<file path="config.mk">
export PLATFORM = sky130hd
export DESIGN_NAME = stage4_field_serializer_flat
export DESIGN_NICKNAME = d
export VERILOG_FILES = /design/src/rtl/stage4_field_serializer_if.sv /design/src/rtl/stage4_field_serializer.sv /design/src/flat_wrapper.sv
export SDC_FILE = /design/constraint.sdc
export NUM_CORES = 1
export LEC_CHECK = 0
export CAP_MARGIN = 20
export CORE_MARGIN = 5
export CORE_UTILIZATION = 53
export CTS_CLUSTER_DIAMETER = 80
export DETAILED_ROUTE_END_ITERATION = 7
export PLACE_DENSITY_LB_ADDON = 0.2
export SETUP_SLACK_MARGIN = 0.1
export SYNTH_ARGS = -nofsm -noshare
export SYNTH_HDL_FRONTEND = slang
export SYNTH_SLANG_ARGS = --single-unit
</file>
<file path="constraint.sdc">
create_clock -name clk -period 2.33 [get_ports clk]
set_input_delay 0.233 -clock clk [delete_from_list [all_inputs] [get_ports clk]]
set_output_delay 0.233 -clock clk [all_outputs]
set_load 0.05 [all_outputs]
</file>
<file path="src/rtl/stage4_field_serializer_if.sv">
// Stage-4 serializer handshake bundle: header in (valid/ready), word stream out (valid/ready/last), status.
// slave = serializer side, master = stage-3 producer / downstream consumer side.
interface stage4_field_serializer_if #(
  parameter int HDR_BITS = 64,
  parameter int OUT_W    = 8,
  parameter int CNT_W    = 16
);
  logic [HDR_BITS-1:0] hdr_in;
  logic                in_valid;
  logic                in_ready;
  logic [OUT_W-1:0]    out_data;
  logic                out_valid;
  logic                out_ready;
  logic                out_last;
  logic                busy;
  logic [CNT_W-1:0]    frame_cnt;

  modport slave (
    input  hdr_in, in_valid, out_ready,
    output in_ready, out_data, out_valid, out_last, busy, frame_cnt
  );

  modport master (
    output hdr_in, in_valid, out_ready,
    input  in_ready, out_data, out_valid, out_last, busy, frame_cnt
  );
endinterface

</file>
<file path="src/rtl/stage4_field_serializer.sv">
// Holds one header bundle and emits it MSB-first as OUT_W words, first word 1 cycle after capture; outputs hold while
// out_ready is low, in_ready only in IDLE or on last-word accept. STAGE4_XOR_CHECK_EN appends an XOR checksum word.
module stage4_field_serializer #(
  parameter int HDR_BITS = 64,
  parameter int OUT_W    = 8,
  parameter int CNT_W    = 16
) (
  input  logic                      clk,
  input  logic                      rst,
  stage4_field_serializer_if.slave  bus
);

  localparam int NW    = (HDR_BITS + OUT_W - 1) / OUT_W;
  localparam int PAD_W = NW * OUT_W;
`ifdef STAGE4_XOR_CHECK_EN
  localparam int NWORDS = NW + 1;
`else
  localparam int NWORDS = NW;
`endif
  localparam int IDX_W = (NWORDS > 1) ? $clog2(NWORDS) : 1;
  localparam logic [IDX_W-1:0] LAST_IDX = IDX_W'(NWORDS - 1);
`ifdef STAGE4_XOR_CHECK_EN
  localparam logic [IDX_W-1:0] DATA_LAST_IDX = IDX_W'(NW - 1);
`endif

  typedef enum logic {IDLE = 1'b0, SEND = 1'b1} state_t;

  state_t              state_q, state_d;
  logic [PAD_W-1:0]    hold_q, hold_d;
  logic [IDX_W-1:0]    idx_q, idx_d;
  logic [OUT_W-1:0]    out_data_q, out_data_d;
  logic                out_valid_q, out_valid_d;
  logic                out_last_q, out_last_d;
  logic [CNT_W-1:0]    cnt_q, cnt_d;
`ifdef STAGE4_XOR_CHECK_EN
  logic [OUT_W-1:0]    csum_q, csum_d;
`endif

  logic [PAD_W-1:0]    hdr_pad;
  logic                out_xfer;
  logic                in_rdy;
  logic                in_xfer;

  // Left-justify the bundle so padding zeros land in the LSBs of the final word.
  assign hdr_pad  = PAD_W'(bus.hdr_in) << (PAD_W - HDR_BITS);
  assign out_xfer = out_valid_q && bus.out_ready;
  assign in_rdy   = !rst && ((state_q == IDLE) ||
                             ((state_q == SEND) && out_xfer && out_last_q));
  assign in_xfer  = bus.in_valid && in_rdy;

  always_comb begin
    state_d     = state_q;
    hold_d      = hold_q;
    idx_d       = idx_q;
    out_data_d  = out_data_q;
    out_valid_d = out_valid_q;
    out_last_d  = out_last_q;
    cnt_d       = cnt_q;
`ifdef STAGE4_XOR_CHECK_EN
    csum_d      = csum_q;
`endif

    case (state_q)
      IDLE: begin
      end
      SEND: begin
        if (out_xfer) begin
          if (out_last_q) begin
            cnt_d       = cnt_q + CNT_W'(1);
            state_d     = IDLE;
            out_valid_d = 1'b0;
            out_last_d  = 1'b0;
            out_data_d  = '0;
          end else begin
            idx_d      = idx_q + IDX_W'(1);
            out_last_d = ((idx_q + IDX_W'(1)) == LAST_IDX);
            out_data_d = hold_q[PAD_W-1 -: OUT_W];
            hold_d     = hold_q << OUT_W;
`ifdef STAGE4_XOR_CHECK_EN
            csum_d     = csum_q ^ out_data_q;
            if (idx_q == DATA_LAST_IDX) begin
              out_data_d = csum_q ^ out_data_q;
            end
`endif
          end
        end
      end
      default: state_d = IDLE;
    endcase

    // A capture overrides the frame-end path so back-to-back frames have no bubble.
    if (in_xfer) begin
      state_d     = SEND;
      hold_d      = hdr_pad << OUT_W;
      out_data_d  = hdr_pad[PAD_W-1 -: OUT_W];
      idx_d       = '0;
      out_valid_d = 1'b1;
      out_last_d  = (LAST_IDX == '0);
`ifdef STAGE4_XOR_CHECK_EN
      csum_d      = '0;
`endif
    end
  end

  always_ff @(posedge clk) begin
    if (rst) begin
      state_q     <= IDLE;
      hold_q      <= '0;
      idx_q       <= '0;
      out_data_q  <= '0;
      out_valid_q <= 1'b0;
      out_last_q  <= 1'b0;
      cnt_q       <= '0;
`ifdef STAGE4_XOR_CHECK_EN
      csum_q      <= '0;
`endif
    end else begin
      state_q     <= state_d;
      hold_q      <= hold_d;
      idx_q       <= idx_d;
      out_data_q  <= out_data_d;
      out_valid_q <= out_valid_d;
      out_last_q  <= out_last_d;
      cnt_q       <= cnt_d;
`ifdef STAGE4_XOR_CHECK_EN
      csum_q      <= csum_d;
`endif
    end
  end

  assign bus.in_ready  = in_rdy;
  assign bus.out_data  = out_data_q;
  assign bus.out_valid = out_valid_q;
  assign bus.out_last  = out_last_q;
  assign bus.busy      = (state_q == SEND);
  assign bus.frame_cnt = cnt_q;

endmodule
</file>
<file path="src/flat_wrapper.sv">
// flat-port wrapper written by rule: the top's interface ports become plain ports
module stage4_field_serializer_flat 
#(
  parameter int HDR_BITS = 64,
  parameter int OUT_W    = 8,
  parameter int CNT_W    = 16
)
  (clk, rst, bus_hdr_in, bus_in_valid, bus_out_ready, bus_in_ready, bus_out_data, bus_out_valid, bus_out_last, bus_busy, bus_frame_cnt);
  stage4_field_serializer_if #(.HDR_BITS(HDR_BITS), .OUT_W(OUT_W), .CNT_W(CNT_W)) bus_i ();
  input  logic clk;
  input  logic rst;
  input wire logic [$bits(bus_i.hdr_in)-1:0] bus_hdr_in;
  input wire logic [$bits(bus_i.in_valid)-1:0] bus_in_valid;
  input wire logic [$bits(bus_i.out_ready)-1:0] bus_out_ready;
  output wire logic [$bits(bus_i.in_ready)-1:0] bus_in_ready;
  output wire logic [$bits(bus_i.out_data)-1:0] bus_out_data;
  output wire logic [$bits(bus_i.out_valid)-1:0] bus_out_valid;
  output wire logic [$bits(bus_i.out_last)-1:0] bus_out_last;
  output wire logic [$bits(bus_i.busy)-1:0] bus_busy;
  output wire logic [$bits(bus_i.frame_cnt)-1:0] bus_frame_cnt;
  assign bus_i.hdr_in = bus_hdr_in;
  assign bus_i.in_valid = bus_in_valid;
  assign bus_i.out_ready = bus_out_ready;
  assign bus_in_ready = bus_i.in_ready;
  assign bus_out_data = bus_i.out_data;
  assign bus_out_valid = bus_i.out_valid;
  assign bus_out_last = bus_i.out_last;
  assign bus_busy = bus_i.busy;
  assign bus_frame_cnt = bus_i.frame_cnt;
  stage4_field_serializer #(.HDR_BITS(HDR_BITS), .OUT_W(OUT_W), .CNT_W(CNT_W)) u_core (.clk(clk), .rst(rst), .bus(bus_i));
endmodule
</file>
==> reports/metrics.cfg <==
[run_status]
outcome=complete, no violations

[critical_path]
slowest_stage=clkdlybuf4s50_1
critPathBufInv=1
path_cells=clkdlybuf4s50_1
r2r_slack_ns=0.41
crit_family=buffers and inverters
crit_type=reg2out
crit_required_ns=2.10
cp-start-kind=flop
cp_max_fo=13
max_stage_delay_ns=0.89
end_kind=output pin
arrival_ns=1.82

[global_routing]
grt_pass1_vias=3287
grt_usage_pct=21.6
antenna_found_initial=0
met3_usage_pct=4.97
grt_util_met2_pct=34.3
grt_max_degree=88
gr-total-overflow=0
gr-max-usage-layer=met2
grt_pass1_wl_mm=15.6
gr-usage-met1_pct=28.8

[sta]
rsz0062_at_grt=no
fin_setup_tns_ns=0
hold_viol=0
fin_crit_sh_pct=88.1
fin_skew_ns=0.0105
max_freq_mhz=487
worst_pin_slew_ns=0.944
slew_viol_final=0
min_period_ns=2.05
max-slew-margin-rel_pct=37.1
finalSetupViolCount=0

[power_and_ir_drop]
p_total_w=0.00326
leakage_nw=1.74
powerDensity_nw_per_um2=640
ir_worst_vdd_v=0.000376

[synth]
yosys-top-cells-count=nand2_1 (94), dfxtp_1 (86), nor2_1 (74)
synth-compound-area-share_pct=21.1
yosys_warnings=0
yosys.area_share.simple_pct=24.3
avgSynthCellArea_um2=8.88
syn_nets=508
synth-edff-count=0
ys_async_sr_fraction_pct=0
syn_inst=437
synthMuxAreaShare_pct=1.16
synth_top_family_by_area=simple AND/OR/NAND/NOR gates
synthAdderAreaFrac_pct=0.967
synth_top_area_share_pct=44.4
ys_ff_latch=86
synth_area_leaders=dfxtp_1 (44%), a311oi_2 (11%), nand2_1 (9.1%), nor2_1 (7.2%), a222oi_1 (4.4%)
synth_area_leader_cell=dfxtp_1
ys_seq_area_share_pct=44.4
synthFlopType=dfxtp_1
synth-xor-area-share_pct=2.71
ys_types=40
yosysMostFrequentCell=nand2_1
synth_area_um2=3880

[finish]
fillers=570
multi_input_area_um2=1960
finish.instance_area_um2=5100
drive_above_1_share_pct=12.4
instances_no_fill=615
nets=582
fin_util_pct=71.1
syn_to_final_growth_pct=31.5
final-seq-area_um2=1720
antenna_cells=0

[floorplanning]
num_rows=31
die_w_um=95.6
die_y_um=95.6
num_io_pins=96
initial_utilization_pct=54.1
dieArea_um2=9130
fp.coreArea_um2=7180

[drt]
ant_nets=0
drt_pass1_iterations=5
vias=3516
wl_per_cell_um=15.7
drt_iter0_drc=286
wl_mm=9.66
drc=0
vias_per_cell=5.72

[cts]
ctsHtreeMaxLevel=3
clock_sinks=86
clk_path_buf_depth=2
cts-root-buf=clkbuf_8
hold_buffers=0
cts_made_buffers=9
cts_setup_buffers=0
clk_latency_ns=0.35
post_cts_resize_count=0
cts_tree=built
clk_pin_slew_ns=0.08

[placed_design]
io_buffers=95
dpl_cell_area_um2=4860
dp.cells=599
place_congestion=0.844
dp_hpwl_mm=6.59

[worst_hold_path]
hp-class=in2reg

[run]
cap_violations=0

cell type report:
| type | instances | share of cell area [%] |
|---|---|---|
| Timing Repair Buffer | 101 | 20.4 |
| Inverter | 3 | 0.221 |
| Tap cell | 99 | 2.43 |
| Clock inverter | 7 | 2.35 |
| Multi-Input combinational cell | 310 | 38.4 |
| Clock buffer | 9 | 2.43 |
| Sequential cell | 86 | 33.7 |
flip-flops by register name, summed over array words and instances (netlist names):
signal / flops
u_core.hold_q: 56
u_core.idx_q: 3
u_core.bus.out_valid: 1
u_core.bus.out_data: 8
u_core.bus.out_last: 1
u_core.bus.frame_cnt: 16
u_core.bus.busy: 1
per-stage QoR:
| step | setup slack [ns] | hold slack [ns] |
|---|---|---|
| 3_5_place_dp | 0.105 | 0.465 |
| 5_1_grt | 0.180 | 0.426 |
| 2_1_floorplan | 0.351 | 0.350 |
| 6_report | 0.278 | 0.433 |
| 3_3_place_gp | 0.199 | 0.459 |
| 4_1_cts | 0.260 | 0.421 |
power by group:
part	total (W)	switching (W)	leakage, nW	internal [W]
Clock	0.00126	0.000545	0.120	0.000718
Combinational	0.000418	0.000208	0.916	0.000210
Sequential	0.00158	0.0000471	0.702	0.00154
Total	0.00326	0.000800	1.74	0.00246
cells in the final DEF (no fill, tap or decap), drive strengths merged, types with 2 or more instances in the layout:
master         netlist  routed
nor3                 7       7
nand4                4       4
nand2b               2       2
nor2                74      74
a311oi              39      39
mux2                 4       4
and4                 2       2
clkbuf              17       9
nor2b                4       4
xnor2               10      10
clkdlybuf4s50        0      93
nor4                 2       2
xor2                 2       2
nand3               18      18
inv                  3       5
dfxtp               86      86
a21oi               15      15
buf                 21       8
bufinv               0       3
ha                   3       3
nand2               94      94
a222oi              17      17
routing by layer:
layer / vias up / wire length, um
li1: 1700 / -
met1: 1682 / 4210
met2: 122 / 4740
met3: 12 / 614
met4: 0 / 96
met5: - / 0
cell families after synthesis:
group / after synthesis
and+or+nand+nor: 214
DFF: 86
AOI/OAI and AO/OA: 77
buffers and inverters: 41
xor gates and xnor gates: 12
muxes: 4
adders and majority gates: 3
path summary, 6_finish.rpt:
check | end | cells past startpoint | from
worst max-delay path | bus_busy | 1 | u_core.bus.busy$_SDFF_PP0_
worst max register to register | u_core.hold_q[56]$_SDFFE_PP0P_ | 3 | u_core.bus.busy$_SDFF_PP0_
worst min register to register | u_core.hold_q[29]$_SDFFE_PP0P_ | 2 | u_core.hold_q[21]$_SDFFE_PP0P_
worst min-delay path | u_core.hold_q[13]$_SDFFE_PP0P_ | 3 | bus_hdr_in[5]
(Power assumes the default switching activity.)
